[src/rtl/uart_mmio.sv]
// Memory-mapped UART: one TX and one RX byte, 16x oversampling, irq to control unit.
// Define UART_IRQ_EN to make CON[1:0] writable and drive irqout; otherwise both read/tie 0.
module uart_mmio #(
    parameter int CLK_HZ = 25000000,
    parameter int BAUD   = 9600
) (
    input  logic        clk,
    input  logic        reset,
    input  logic        rd,
    input  logic        wr,
    input  logic [31:0] addr,
    input  logic [31:0] wdata,
    output logic [31:0] rdata,
    input  logic        UART_RX,
    output logic        UART_TX,
    output logic        irqout
);

    localparam int DIV = CLK_HZ / (BAUD * 16);
    localparam int CW  = (DIV > 1) ? $clog2(DIV) : 1;
    localparam logic [CW-1:0] DIV_M1 = CW'(DIV - 1);

    localparam logic [31:0] A_TXD = 32'h4000_0018;
    localparam logic [31:0] A_RXD = 32'h4000_001C;
    localparam logic [31:0] A_CON = 32'h4000_0020;

    localparam logic [1:0] S_IDLE  = 2'd0;
    localparam logic [1:0] S_START = 2'd1;
    localparam logic [1:0] S_DATA  = 2'd2;
    localparam logic [1:0] S_STOP  = 2'd3;

    logic [CW-1:0] cnt_q, cnt_d;
    logic          tick;

    logic       txd_wr, rxd_rd, con_rd, con_wr;

    logic [1:0] tx_st_q, tx_st_d;
    logic [3:0] tx_tc_q, tx_tc_d;
    logic [2:0] tx_bit_q, tx_bit_d;
    logic [7:0] tx_sh_q, tx_sh_d;
    logic       tx_line_q, tx_line_d;
    logic       tx_fin, tx_busy;

    logic [1:0] rx_sync_q, rx_sync_d;
    logic       rx_prev_q, rx_s, rx_fall;
    logic [1:0] rx_st_q, rx_st_d;
    logic [3:0] rx_tc_q, rx_tc_d;
    logic [2:0] rx_bit_q, rx_bit_d;
    logic [7:0] rx_sh_q, rx_sh_d;
    logic       rx_ok, rx_ferr;

    logic [7:0] rx_data_q, rx_data_d;
    logic       rx_valid_q, rx_valid_d;
    logic       tx_done_q, tx_done_d;
    logic       ovr_q, ovr_d;
    logic       ferr_q, ferr_d;
    logic [1:0] en_q, en_d;
    logic       irq_q, irq_d;
    logic [31:0] con_val;
    logic       unused_ok;

    assign tick    = (cnt_q == DIV_M1);
    assign cnt_d   = tick ? '0 : cnt_q + 1'b1;

    assign txd_wr  = wr & (addr == A_TXD);
    assign rxd_rd  = rd & (addr == A_RXD);
    assign con_rd  = rd & (addr == A_CON);
    assign con_wr  = wr & (addr == A_CON);

    assign tx_busy = (tx_st_q != S_IDLE);
    assign UART_TX = tx_line_q;
    assign irqout  = irq_q;

    assign rx_sync_d = {rx_sync_q[0], UART_RX};
    assign rx_s      = rx_sync_q[1];
    assign rx_fall   = rx_prev_q & ~rx_s;

    assign unused_ok = ^{wdata[31:8], con_wr};

    always_comb begin
        tx_st_d   = tx_st_q;
        tx_tc_d   = tx_tc_q;
        tx_bit_d  = tx_bit_q;
        tx_sh_d   = tx_sh_q;
        tx_line_d = tx_line_q;
        tx_fin    = 1'b0;
        unique case (tx_st_q)
            S_IDLE: begin
                if (txd_wr) begin
                    tx_sh_d   = wdata[7:0];
                    tx_st_d   = S_START;
                    tx_tc_d   = 4'd0;
                    tx_line_d = 1'b0;
                end
            end
            S_START: begin
                if (tick) begin
                    tx_tc_d = tx_tc_q + 4'd1;
                    if (tx_tc_q == 4'd15) begin
                        tx_st_d   = S_DATA;
                        tx_bit_d  = 3'd0;
                        tx_line_d = tx_sh_q[0];
                    end
                end
            end
            S_DATA: begin
                if (tick) begin
                    tx_tc_d = tx_tc_q + 4'd1;
                    if (tx_tc_q == 4'd15) begin
                        if (tx_bit_q == 3'd7) begin
                            tx_st_d   = S_STOP;
                            tx_line_d = 1'b1;
                        end else begin
                            tx_bit_d  = tx_bit_q + 3'd1;
                            tx_sh_d   = {1'b0, tx_sh_q[7:1]};
                            tx_line_d = tx_sh_q[1];
                        end
                    end
                end
            end
            S_STOP: begin
                if (tick) begin
                    tx_tc_d = tx_tc_q + 4'd1;
                    if (tx_tc_q == 4'd15) begin
                        tx_st_d = S_IDLE;
                        tx_fin  = 1'b1;
                    end
                end
            end
            default: tx_st_d = S_IDLE;
        endcase
    end

    // START waits half a bit (8 ticks) so later samples land mid-bit
    always_comb begin
        rx_st_d  = rx_st_q;
        rx_tc_d  = rx_tc_q;
        rx_bit_d = rx_bit_q;
        rx_sh_d  = rx_sh_q;
        rx_ok    = 1'b0;
        rx_ferr  = 1'b0;
        unique case (rx_st_q)
            S_IDLE: begin
                if (rx_fall) begin
                    rx_st_d = S_START;
                    rx_tc_d = 4'd0;
                end
            end
            S_START: begin
                if (tick) begin
                    rx_tc_d = rx_tc_q + 4'd1;
                    if (rx_tc_q == 4'd7) begin
                        rx_tc_d  = 4'd0;
                        rx_bit_d = 3'd0;
                        rx_st_d  = rx_s ? S_IDLE : S_DATA;
                    end
                end
            end
            S_DATA: begin
                if (tick) begin
                    rx_tc_d = rx_tc_q + 4'd1;
                    if (rx_tc_q == 4'd15) begin
                        rx_sh_d  = {rx_s, rx_sh_q[7:1]};
                        rx_bit_d = rx_bit_q + 3'd1;
                        if (rx_bit_q == 3'd7) begin
                            rx_st_d = S_STOP;
                        end
                    end
                end
            end
            S_STOP: begin
                if (tick) begin
                    rx_tc_d = rx_tc_q + 4'd1;
                    if (rx_tc_q == 4'd15) begin
                        rx_st_d = S_IDLE;
                        rx_ok   = rx_s;
                        rx_ferr = ~rx_s;
                    end
                end
            end
            default: rx_st_d = S_IDLE;
        endcase
    end

    // Set conditions take priority over read-to-clear
    always_comb begin
        rx_data_d  = rx_ok ? rx_sh_q : rx_data_q;
        rx_valid_d = rx_ok ? 1'b1 : (rxd_rd ? 1'b0 : rx_valid_q);
        ovr_d      = (rx_ok & rx_valid_q) ? 1'b1 : (con_rd ? 1'b0 : ovr_q);
        ferr_d     = rx_ferr ? 1'b1 : (con_rd ? 1'b0 : ferr_q);
        tx_done_d  = tx_fin ? 1'b1 : (con_rd ? 1'b0 : tx_done_q);
`ifdef UART_IRQ_EN
        en_d       = con_wr ? wdata[1:0] : en_q;
        irq_d      = (en_q[0] & tx_done_q) | (en_q[1] & rx_valid_q);
`else
        en_d       = 2'b00;
        irq_d      = 1'b0;
`endif
    end

    assign con_val = {25'd0, ferr_q, ovr_q, tx_busy, tx_done_q, rx_valid_q, en_q};

    always_comb begin
        rdata = 32'd0;
        if (rd) begin
            if (addr == A_RXD) begin
                rdata = {24'd0, rx_data_q};
            end else if (addr == A_CON) begin
                rdata = con_val;
            end
        end
    end

    always_ff @(posedge clk) begin
        if (reset) begin
            cnt_q      <= '0;
            tx_st_q    <= S_IDLE;
            tx_tc_q    <= 4'd0;
            tx_bit_q   <= 3'd0;
            tx_sh_q    <= 8'd0;
            tx_line_q  <= 1'b1;
            rx_sync_q  <= 2'b11;
            rx_prev_q  <= 1'b1;
            rx_st_q    <= S_IDLE;
            rx_tc_q    <= 4'd0;
            rx_bit_q   <= 3'd0;
            rx_sh_q    <= 8'd0;
            rx_data_q  <= 8'd0;
            rx_valid_q <= 1'b0;
            tx_done_q  <= 1'b0;
            ovr_q      <= 1'b0;
            ferr_q     <= 1'b0;
            en_q       <= 2'b00;
            irq_q      <= 1'b0;
        end else begin
            cnt_q      <= cnt_d;
            tx_st_q    <= tx_st_d;
            tx_tc_q    <= tx_tc_d;
            tx_bit_q   <= tx_bit_d;
            tx_sh_q    <= tx_sh_d;
            tx_line_q  <= tx_line_d;
            rx_sync_q  <= rx_sync_d;
            rx_prev_q  <= rx_s;
            rx_st_q    <= rx_st_d;
            rx_tc_q    <= rx_tc_d;
            rx_bit_q   <= rx_bit_d;
            rx_sh_q    <= rx_sh_d;
            rx_data_q  <= rx_data_d;
            rx_valid_q <= rx_valid_d;
            tx_done_q  <= tx_done_d;
            ovr_q      <= ovr_d;
            ferr_q     <= ferr_d;
            en_q       <= en_d;
            irq_q      <= irq_d;
        end
    end

endmodule

[config.mk]
export PLATFORM = sky130hd
export DESIGN_NAME = uart_mmio
export DESIGN_NICKNAME = d
export VERILOG_FILES = /design/src/rtl/uart_mmio.sv
export SDC_FILE = /design/constraint.sdc
export NUM_CORES = 1
export LEC_CHECK = 0
export CAP_MARGIN = 30
export CORE_MARGIN = 2
export CORE_UTILIZATION = 49
export DETAILED_ROUTE_END_ITERATION = 7
export GPL_ROUTABILITY_DRIVEN = 0
export PLACE_DENSITY = 0.9
export SETUP_SLACK_MARGIN = 0.5
export SLEW_MARGIN = 0
export SYNTH_ARGS = -nofsm -noshare
export SYNTH_HDL_FRONTEND = slang
export SYNTH_SLANG_ARGS = --single-unit
[constraint.sdc]
create_clock -name clk -period 5.7 [get_ports clk]
set_clock_uncertainty 0.2 [all_clocks]
set_input_delay 0.57 -clock clk [delete_from_list [all_inputs] [get_ports clk]]
set_output_delay 0.57 -clock clk [all_outputs]
set_load 0.02 [all_outputs]
# Word level (Yosys, flattened, before mapping)
# Index checks and enable logic that the tools add are counted.
# totals
out_inout_bits	34
wordCells	153
regBits	58
inputBits	69
# op_classes
n_eq_ne	34
n_bitwise	6
addsub	5
muxes	68
n_reduce_logical	23
# ops
operator	count
32-bit by 31-bit == test with 1-bit output, second input constant	3
8-bit 2-to-1 mux	6
2-bit 2-to-1 mux	17
2-bit != test, second input constant	17
3-bit 2-to-1 mux	9
4-bit 2-to-1 mux	6
1-bit 2-to-1 mux	21
2-bit one-hot mux with 4 select lines	2
8-bit one-hot mux with 2 select lines	1
8-bit AND reduction	2
2-bit nonzero test	8
3-bit one-hot mux with 2 select lines	2
4-bit one-hot mux with 3 select lines	1
6-bit AND reduction	2
5-bit AND reduction	2
4-bit by 1-bit adder with 4-bit output, second input constant	2
8-bit by 1-bit adder with 8-bit output, second input constant	1
2-bit == test, second input constant	4
4-bit == test, second input constant	2
8-bit == test, second input constant	1
4-bit one-hot mux with 2 select lines	1
7-bit 2-to-1 mux	1
3-bit by 1-bit adder with 3-bit output, second input constant	2
3-bit == test, second input constant	2
12 further kinds	21

# Longest topological paths before layout
# Gate-level depths: netlist of the first run.
# logic_depth
depth_word	6
ltp_mapped	8
ltp_nobuf	7

# Worst setup path after synthesis of the first run
# No wires, ideal clock.
# synth_timing
path_type	input-to-output
start	in addr[26]
end	out rdata[3]
slack_ns	2.803
arrival_time_ns	2.127
path_buffers	0
path_stages	4
t_required_ns	4.930
cell_sequence	nor4_1 > nand4_1 > nor4_1 > a22o_1
# synth_between
elab_chain_cells	4
word_cells_on_any_way	5
cone_classes	2 x eq/ne; 3 x mux
# synth_rtl
item	line	source
start, declared	11	input logic [31:0] addr,
32-bit by 31-bit == test with 1-bit output	208	end else if (addr == A_CON) begin
7-bit 2-to-1 mux	208	
8-bit 2-to-1 mux *	206	if (addr == A_RXD) begin
8-bit 2-to-1 mux *	205	if (rd) begin
end, declared	13	output logic [31:0] rdata,
# Every way passes the cells marked *; elsewhere a longest branch is shown, timed or not.

# Worst setup path in the final report of the first run
# layout_timing
start	in addr[25]
end	out rdata[3]
# Same word-level chain as after synthesis.

==> results of run 1 <==
final cells by class:
cell class                      count  area (um^2)
Fill cell                         494         2290
Multi-Input combinational cell    272         1670
Sequential cell                    58         1160
Timing Repair Buffer               55          546
Clock buffer                       13          149
Tap cell                           75         93.8
Inverter                            8         30.0
Clock inverter                      3         15.0
metal layers:
layer	global-route usage (%)	routed length (um)	vias to the layer above
met5	0	0	-
met4	7.54	78	0
met3	6.09	519	7
met2	34.2	3040	78
met1	20.8	2610	1172
li1	-	-	1286
cell usage after synthesis (2+ instances only):
cell type,instances,area share (%)
a21oi_1,24,4.0
and2_1,4,0.83
and3_1,2,0.41
buf_4,26,6.4
clkbuf_1,11,1.4
dfxtp_1,58,38
ha_1,12,5.0
inv_1,8,0.99
mux2i_1,26,8.6
nand2_1,24,3.0
nand2b_1,4,0.83
nand3_1,11,1.8
nand3b_1,2,0.50
nand4_1,3,0.62
nand4b_1,2,0.58
nor2_1,43,5.3
nor2b_1,6,1.2
nor3_1,4,0.66
nor3b_1,2,0.50
nor4_1,8,1.7
nor4b_1,4,1.2
o21a_1,2,0.50
o21ai_0,19,3.1
o22a_1,2,0.58
or2_2,7,1.4
or3_1,8,1.7
or4_1,2,0.50
xnor2_1,2,0.58
xor2_1,6,1.7
report_power, final:
group	switching [mW]	internal, mW	total (mW)
sequential	0.0107	0.421	0.431
combinational	0.0798	0.0635	0.143
clock	0.155	0.168	0.322
state kept, by name (all words and copies together) (netlist names), named ones only:
name / flops
rx_sync_q: 2
rx_data_q: 8
rx_valid_q: 1
tx_tc_q: 4
cnt_q: 8
ferr_q: 1
UART_TX: 1
tx_done_q: 1
tx_bit_q: 3
ovr_q: 1
rx_bit_q: 3
rx_sh_q: 8
rx_prev_q: 1
tx_sh_q: 8
rx_st_q: 1
tx_st_q: 2
rx_tc_q: 4
worst max-delay path, cell delays in order:
cell and delay [ps]:
clkdlybuf4s50_1 430, nor4_1 310, nand4_1 250, nor4b_1 740, a22o_1 240, clkdlybuf4s50_1 610
cells by family (layout without fill, tap and decap cells):
| logic type | Yosys count | count (layout) | share of synthesized area, % |
|---|---|---|---|
| DFF | 58 | 58 | 38.3 |
| muxes | 26 | 26 | 8.58 |
| and+or+nand+nor | 142 | 142 | 24.9 |
| xor gates and xnor gates | 8 | 8 | 2.31 |
| adders and majority gates | 12 | 12 | 4.95 |
| other | 1 | 25 | 0.124 |
| buffers and inverters | 48 | 79 | 9.45 |
| AOI/OAI and AO/OA | 59 | 59 | 11.4 |
placed cells by master, fill, tap and decap left out, types with 10 or more instances in the layout:
| master | count |
|---|---|
| nand3_1 | 11 |
| dfxtp_1 | 58 |
| ha_1 | 12 |
| clkdlybuf4s50_1 | 53 |
| o21ai_0 | 19 |
| nand2_1 | 24 |
| a21oi_1 | 24 |
| nor2_1 | 43 |
| conb_1 | 25 |
| mux2i_1 | 26 |
| clkbuf_8 | 10 |
per-stage QoR:
step | cell area [um^2] | setup WS (ps)
2_1_floorplan | 3120 | 2800
3_3_place_gp | 3500 | 1800
3_5_place_dp | 3500 | 1700
4_1_cts | 3670 | 1720
5_1_grt | 3670 | 1570
6_report | 3670 | 1780
path summary, 6_finish.rpt:
check / start / end / depth (start not counted)
max: addr[25] / rdata[3] / 6
min: rx_sync_q[0] / rx_sync_q[1] / 1
max reg2reg: cnt_q[0] / rx_sh_q[7] / 6
min reg2reg: rx_sync_q[0] / rx_sync_q[1] / 1
==> reports/metrics.csv, run 1 <==
stage;metric;value;unit
status;status;finished clean;
clocking;H-Tree Depth;3;
grt;first-pass GRT wire length;9830;um
worst_setup_path;FF-to-FF setup slack;2940;ps
timing;Max Freq;255;MHz
timing;Worst-Margin Slew;1010;ps
route;drt wl/cell;12.9;um
grt;global route overflow;0;
worst_setup_path;WP data arrival;3150;ps
floorplan;Ports;103;
power_and_ir_drop;Tot Pwr;0.897;mW
floorplan;Die ar.;6830;um^2
timing;worst hold slack;210;ps
timing;Fin. Hold Viols;0;
logic_synthesis;flops & latches, synth;58;
worst_setup_path;critical path class;primary input to output pin;
timing;Final Slew Violations;0;
finish;post-layout util;61.6;%
logic_synthesis;mapped cell area;3030;um^2
clocking;CTS tree;built;
clocking;TritonCTS buffer count;9;
grt;antenna violations before repair;0;
worst_hold_path;worst min path class;flop to flop;
floorplan;core area;5960;um^2
timing;max_slew headroom;32.3;%
logic_synthesis;syn_area_per_cell;8.56;um^2
clocking;Post-CTS Setup Bufs;0;
worst_setup_path;WP data required;4930;ps
logic_synthesis;synthesis warning total;0;
clocking;CTS Sinks;58;
route;vias;2543;
logic_synthesis;Post-synth ARST share;0;%
logic_synthesis;Post-synth EDFFs;0;
timing;TNS Setup;0;ps
finish;share of layout cells above drive strength 1;6.60;%
floorplan;Die Span X;82.7;um
route;Avg Vias per Cell;5.25;
finish;Layout Cells excl Fill;484;
route;Starting DRT DRC Count;141;
route;DR pass1 iterations;4;
power_and_ir_drop;Leakage;1.41;nW
clocking;Clock Tree Root;clkbuf_8;
finish;ANT cells;0;
clocking;clk_lat worst skew;340;ps
clocking;Clock transition at path regs;60;ps
power_and_ir_drop;PD cells;245;nW/um^2
finish;Final #Nets;485;
logic_synthesis;synth unique cells;51;
floorplan;Die Y-Extent;82.7;um
finish;Area growth, synth to finish;21.0;%
logic_synthesis;Syn Inst Count;354;
floorplan;Starting Density;50.9;%
worst_setup_path;CP Capture Type;output pin;
grt;GRT Util Overall;19.1;%
route;drt total wl;6240;um
logic_synthesis;Seq/Total Area, Yosys;38.3;%
grt;largest net degree at the start of global routing;30;
timing;RSZ-0062 raised after global routing;no;
placement;dpl hpwl;4480;um
route;residual DRC count;0;
placement;dpl cells;468;
placement;Port Buf Inserts;53;
logic_synthesis;Top FF cell, synth;dfxtp_1;
clocking;post-CTS sizing;0;
route;post-route ant nets;0;
clocking;Clock Path Buffers;2;
flow_run;Max Cap Viol;0;
grt;vias in the first global route;2376;
clocking;CTS Hold Bufs;0;
timing;setup violators final;0;
worst_setup_path;Worst Setup Start Kind;primary input;
floorplan;Site Rows;28;
power_and_ir_drop;worst vdd ir;0.131;mV
timing;Tcrit/Tclk final;68.8;%
worst_setup_path;Crit Path Max Fanout;5;
timing;Final min period;3920;ps
Power figures use the tool's default switching activity.
==> inputs of run 2 (changes only) <==
- CORE_UTILIZATION: 49 -> 41
- PLACE_DENSITY: 0.9 -> 0.81
- clock period: 5.7 -> 3.2 ns (I/O delays scaled with it)
==> run 2 against run 1 <==
  * Sequential power is 78% higher
  * Sequential share of layout area is 0.85 points lower
  * Hold slack better by 8.4 ps
  * Global-route usage is 3.3 points lower
  * Clock-buffer cell count is 1 lower
  * Combinational power is 84% higher
  * Clock power is 110% higher
  * Sequential cell count stayed put
  * Non-clock buffer count is 7 higher
==> reports/metrics.csv, run 2 (synthesis results as in run 1) <==
stage;metric;value;unit;change
status;status;finished clean;;unchanged
placement;dpl hpwl;4470;um;was 4480 um
route;Starting DRT DRC Count;113;;was 141
worst_setup_path;critical path class;primary input to output pin;;unchanged
timing;RSZ-0062 raised after global routing;yes;;was no
placement;Port Buf Inserts;53;;unchanged
grt;antenna violations before repair;0;;unchanged
worst_setup_path;Largest delay share family, worst path;buffers and inverters;;was simple AND/OR/NAND/NOR gates
placement;placed inst area;3560;um^2;was 3500 um^2
worst_setup_path;CP peak stage delay;400;ps;was 740 ps
route;vias;2533;;was 2543
worst_setup_path;Crit Path Max Fanout;4;;was 5
clocking;Clock transition at path regs;60;ps;about the same
floorplan;Die Span X;90.0;um;was 82.7 um
worst_setup_path;Cell Chain, Critical Path;clkdlybuf4s50_1, nor4_1, nand4_1, buf_4, nor3_1, nand2_1, o21ai_0, clkbuf_2;;was clkdlybuf4s50_1, nor4_1, nand4_1, nor4b_1, a22o_1, clkdlybuf4s50_1
floorplan;core area;7210;um^2;was 5960 um^2
power_and_ir_drop;Leakage;1.47;nW;was 1.41 nW
timing;Tcrit/Tclk final;81.2;%;
worst_setup_path;CP Buf/Inv Count;3;;was 2
worst_setup_path;Crit. path cell count;8;;was 6
worst_setup_path;Reg2Reg Depth;6;;unchanged
floorplan;Die ar.;8100;um^2;was 6830 um^2
power_and_ir_drop;Internal Power;1.27;mW;was 0.652 mW
timing;Max Freq;385;MHz;
grt;largest net degree at the start of global routing;31;;was 30
worst_setup_path;crit path to;rdata[6];;was rdata[3]
grt;first-pass GRT wire length;10600;um;was 9830 um
floorplan;Die Y-Extent;90.0;um;was 82.7 um
power_and_ir_drop;worst vdd ir;0.219;mV;was 0.131 mV
finish;most frequent cells in the layout;58 x dfxtp_1, 45 x clkdlybuf4s50_1, 43 x nor2_1, 26 x mux2i_1, 25 x conb_1;;was 58 x dfxtp_1, 53 x clkdlybuf4s50_1, 43 x nor2_1, 26 x mux2i_1, 25 x conb_1
finish;Area growth, synth to finish;24.4;%;was 21.0%
finish;Final #Nets;492;;was 485
floorplan;Site Rows;31;;was 28
clocking;CTS tree;built;;unchanged
timing;Final Slew Violations;0;;unchanged
clocking;H-Tree Depth;3;;unchanged
clocking;Clock Tree Root;clkbuf_8;;unchanged
grt;vias in the first global route;2387;;was 2376
worst_setup_path;Worst Setup Start Kind;primary input;;unchanged
clocking;TritonCTS buffer count;9;;unchanged
timing;TNS Setup;0;ps;unchanged
route;DR pass1 iterations;4;;unchanged
flow_run;Max Cap Viol;0;;unchanged
finish;share of layout cells above drive strength 1;11.3;%;was 6.60%
power_and_ir_drop;Tot Pwr;1.72;mW;was 0.897 mW
timing;worst hold slack;218;ps;was 210 ps
clocking;Clock Path Buffers;2;;unchanged
worst_setup_path;R2R Path End;tx_sh_q[6];;was rx_sh_q[7]
route;drt total wl;6230;um;was 6240 um
worst_setup_path;WP data required;2680;ps;was 4930 ps
power_and_ir_drop;Clock power frac;40.1;%;was 35.9%
power_and_ir_drop;Reg power frac;44.7;%;was 48.1%
route;residual DRC count;0;;unchanged
route;post-route ant nets;0;;unchanged
timing;Fin. Hold Viols;0;;unchanged
power_and_ir_drop;Net Switching;0.454;mW;was 0.245 mW
timing;max_slew headroom;55.7;%;was 32.3%
finish;design area;3770;um^2;was 3670 um^2
power_and_ir_drop;Switching Fraction;26.4;%;was 27.3%
worst_setup_path;CP Launch Point;addr[17];;was addr[25]
route;Avg Vias per Cell;4.92;;was 5.25
clocking;CTS Sinks;58;;unchanged
power_and_ir_drop;Logic pwr share;15.3;%;was 16.0%
floorplan;Ports;103;;unchanged
finish;ANT cells;0;;unchanged
grt;global route overflow;0;;unchanged
route;drt wl/cell;12.1;um;was 12.9 um
worst_setup_path;CP Capture Type;output pin;;unchanged
power_and_ir_drop;PD cells;457;nW/um^2;was 245 nW/um^2
floorplan;Starting Density;42.0;%;was 50.9%
clocking;clk_lat worst skew;340;ps;about the same
worst_setup_path;Crit-path slowest cell;clkdlybuf4s50_1;;was nor4b_1
worst_setup_path;FF-to-FF setup slack;740;ps;was 2940 ps
worst_hold_path;worst min path class;flop to flop;;unchanged
worst_setup_path;Reg2Reg Launch Point;tx_st_q[0];;was cnt_q[0]
timing;setup violators final;0;;unchanged
finish;most common cell after layout, fill and taps aside;dfxtp_1;;unchanged
worst_setup_path;WP data arrival;2080;ps;was 3150 ps
grt;GRT Util Overall;15.8;%;was 19.1%
timing;Worst-Margin Slew;665;ps;was 1010 ps
timing;Final min period;2600;ps;
## run 2: cell type report
type / count / area, um^2
tap: 99 / 124
timing repair buffer: 62 / 558
inverter: 8 / 30.0
clock buffer: 12 / 155
fill: 671 / 3440
sequential: 58 / 1160
clock inverter: 4 / 50.0
multi-input combinational: 272 / 1690
## run 2: power by group through the flow
| stage | clock network, mW | logic (mW) | registers (mW) |
|---|---|---|---|
| finish | 0.690 | 0.263 | 0.769 |
| global route | 0.742 | 0.290 | 0.772 |
| CTS | 0.709 | 0.263 | 0.769 |
| detailed placement | 0 | 0.261 | 0.785 |
| global placement | 0 | 0.254 | 0.783 |
| floorplan | 0 | 0.189 | 0.782 |
## run 2: timing repair
item                                    CTS  global route
buffers inserted                          3             0
endpoints found under the setup margin    8            17
pin swaps                                 2             0
gates resized for setup                  10            21
hold buffers                              0             0
cloned                                    0             0
## run 2: worst min-delay path by stage
stage                     slack (ps)          from  cells past startpoint            to
after global routing             240  rx_sync_q[0]                      1  rx_sync_q[1]
after global placement           190  rx_sync_q[0]                      1  rx_sync_q[1]
after floorplan                  190  rx_sync_q[0]                      1  rx_sync_q[1]
after detailed placement         200  rx_sync_q[0]                      1  rx_sync_q[1]
after CTS                        220  rx_sync_q[0]                      1  rx_sync_q[1]
final                            220  rx_sync_q[0]                      1  rx_sync_q[1]
## run 2: stage by stage
step	setup WS (ps)	cells	util (%)
after global routing	481	515	52.3
after detailed placement	124	496	49.4
after floorplan	803	378	-
final	602	515	52.3
after global placement	130	496	49.4
after CTS	483	515	52.5
## run 2: worst reg2reg max path, cell delays in order, from the launching register on
cell	delay (ps)
dfxtp_1	330
inv_1	100
ha_1	590
nor2b_1	420
a21oi_2	230
or3_1	380
a21oi_1	150
## run 2: layer usage
layer  vias to the layer above  wire length, um  global-route usage (%)
li1                       1298                -                       -
met1                      1174             2770                    18.0
met2                        57             3120                    27.7
met3                         4              293                    5.36
met4                         0               57                    5.26
met5                         -                0                       0
==> inputs of run 3 (changes only) <==
- clock period: 3.2 -> 2.1 ns (I/O delays scaled with it)
==> run 3 against run 2 <==
  * Via count rose by 19%
  * Highest routed layer unchanged
  * The run now ends with negative setup slack left
  * Sequential cell count unchanged
  * Setup slack got worse by 610 ps
  * First-iteration DRC count increased by 27%
  * Global-route usage increased by 6.2 points
  * Routed wire length up 57%
  * Final cell count is 11% higher
  * Sequential power grew 52%
  * Core utilization grew 17 points
  * Clock-buffer cell count fell by 3
  * Critical path depth stayed put
  * Sequential share of layout area decreased by 7.3 points
==> reports/metrics.csv, run 3 (synthesis results as in run 1) <==
stage;metric;value;unit;change
route;drt wl/cell;17.2;um;was 12.1 um
flow_run;Max Cap Viol;0;;unchanged
power_and_ir_drop;worst vdd ir;0.514;mV;was 0.219 mV
status;failing checks;negative setup slack;;
timing;TNS Setup;-4.41;ps;was 0 ps
route;Avg Vias per Cell;5.30;;was 4.92
clocking;clk_lat worst skew;350;ps;was 340 ps
worst_setup_path;CP Capture Type;flop;;was output pin
power_and_ir_drop;Leakage;2.09;nW;was 1.47 nW
floorplan;Die ar.;8100;um^2;unchanged
finish;filler cell count;487;;was 671
clocking;Clock Path Buffers;2;;unchanged
floorplan;Die Span X;90.0;um;unchanged
placement;Port Buf Inserts;53;;unchanged
route;vias;3020;;was 2533
timing;Worst-Margin Slew;597;ps;was 665 ps
finish;Multi-input gate area;2360;um^2;was 1690 um^2
worst_setup_path;WP data required;2170;ps;was 2680 ps
power_and_ir_drop;PD cells;634;nW/um^2;was 457 nW/um^2
placement;dpl hpwl;5230;um;was 4470 um
worst_setup_path;critical path class;flop to flop;;was primary input to output pin
finish;Area growth, synth to finish;64.8;%;was 24.4%
clocking;CTS tree;built;;unchanged
placement;placed inst area;4020;um^2;was 3560 um^2
floorplan;Ports;103;;unchanged
grt;GRT Util Overall;22.0;%;was 15.8%
clocking;CTS Sinks;58;;unchanged
grt;antenna violations before repair;0;;unchanged
floorplan;Starting Density;42.0;%;unchanged
timing;Max Freq;475;MHz;
route;DR pass1 iterations;4;;unchanged
timing;Final Slew Violations;0;;unchanged
finish;share of layout cells above drive strength 1;46.1;%;was 11.3%
timing;Tcrit/Tclk final;100;%;
floorplan;Site Rows;31;;unchanged
timing;RSZ-0062 raised after global routing;yes;;unchanged
grt;first-pass GRT wire length;14200;um;was 10600 um
timing;final worst slack;-4.41;ps;was 602 ps
worst_setup_path;Crit Path Max Fanout;4;;unchanged
grt;largest net degree at the start of global routing;28;;was 31
grt;vias in the first global route;2990;;was 2387
clocking;Clock Tree Root;clkbuf_8;;unchanged
clocking;Clock transition at path regs;70;ps;was 60 ps
clocking;CTS Hold Bufs;0;;unchanged
timing;max_slew headroom;60.2;%;was 55.7%
timing;Final min period;2100;ps;
timing;Fin. Hold Viols;0;;unchanged
clocking;TritonCTS buffer count;9;;unchanged
finish;most frequent cells in the layout;51 x dfxtp_1, 38 x buf_4, 35 x nor2_1, 35 x buf_6, 26 x mux2i_1;;was 58 x dfxtp_1, 45 x clkdlybuf4s50_1, 43 x nor2_1, 26 x mux2i_1, 25 x conb_1
floorplan;core area;7210;um^2;unchanged
finish;ANT cells;0;;unchanged
route;residual DRC count;0;;unchanged
finish;Final #Nets;547;;was 492
worst_hold_path;worst min path class;primary input to flop;;was flop to flop
clocking;H-Tree Depth;3;;unchanged
placement;DP Worst Slack;-820;ps;was 124 ps
finish;Register Area;1170;um^2;was 1160 um^2
worst_setup_path;WP data arrival;2170;ps;was 2080 ps
worst_setup_path;Worst Setup Start Kind;flop;;was primary input
route;Starting DRT DRC Count;144;;was 113
timing;setup violators final;1;;was 0
grt;global route overflow;0;;unchanged
route;drt total wl;9790;um;was 6230 um
finish;design area;5000;um^2;was 3770 um^2
floorplan;Die Y-Extent;90.0;um;unchanged
finish;most common cell after layout, fill and taps aside;dfxtp_1;;unchanged
route;post-route ant nets;0;;unchanged
status;status;finished, violations left;;was finished clean
run 3: cell types whose count changed in the layout (fill, tap and decap cells not counted), sizes merged, moves of 2 or more:
cell	delta
clkinvlp	-2
clkdlybuf4s15	+9
clkbuf	-10
bufinv	+2
buf	+78
dlygate4sd2	+7
clkinv	+2
clkdlybuf4s50	-34
run 3: area by class of cell:
class / count / share of cell area [%]
timing repair buffer: 115 / 21.2
clock inverter: 7 / 2.50
sequential: 58 / 23.5
multi-input combinational: 274 / 47.2
clock buffer: 9 / 2.48
inverter: 8 / 0.651
tap: 99 / 2.48
run 3: critical path, stage by stage, from the launching register on:
cell	delay, ps
dfxtp_4	350
inv_4	50
ha_4	140
and4bb_2	270
nand2_2	70
buf_6	110
buf_6	120
or4_1	520
a21oi_1	190
run 3: what timing repair did:
action | 4_1_cts | 5_1_grt
pin swaps | 50 | 24
buffers inserted | 19 | 6
cloned | 4 | 0
gates resized for setup | 223 | 53
endpoints found under the setup margin | 64 | 63
run 3: final timing paths:
kind	startpoint	end	slack (ps)	depth (start not counted)
setup / recovery	cnt_q[1]	tx_tc_q[3]	-4	8
hold / removal	reset	rx_data_q[2]	160	2
setup reg to reg	cnt_q[1]	tx_tc_q[3]	-4	8
hold reg to reg	rx_sync_q[0]	rx_sync_q[1]	210	1
run 3: power by group:
| part | total (mW) | internal [mW] | switching (mW) |
|---|---|---|---|
| clock network | 1.29 | 0.797 | 0.491 |
| registers | 1.17 | 1.14 | 0.0269 |
| logic | 0.712 | 0.340 | 0.373 |
run 3: stage by stage:
stage               power [mW]  utilization [%]  std cells  hold slack (ps)
floorplan                 1.51                -        378              114
global placement          1.68             55.8        525              197
finish                    3.17             69.3        570              158
global route              3.28             69.3        570              171
detailed placement        1.70             55.8        525              195
CTS                       3.09             65.7        564              108
run 3: layer usage:
layer	track usage, %	part of all wire [%]	up-vias
li1	-	-	1413
met2	41.4	56	84
met4	10.1	3.4	0
met3	4.19	3.5	30
met1	23.6	38	1493
met5	0	0	-
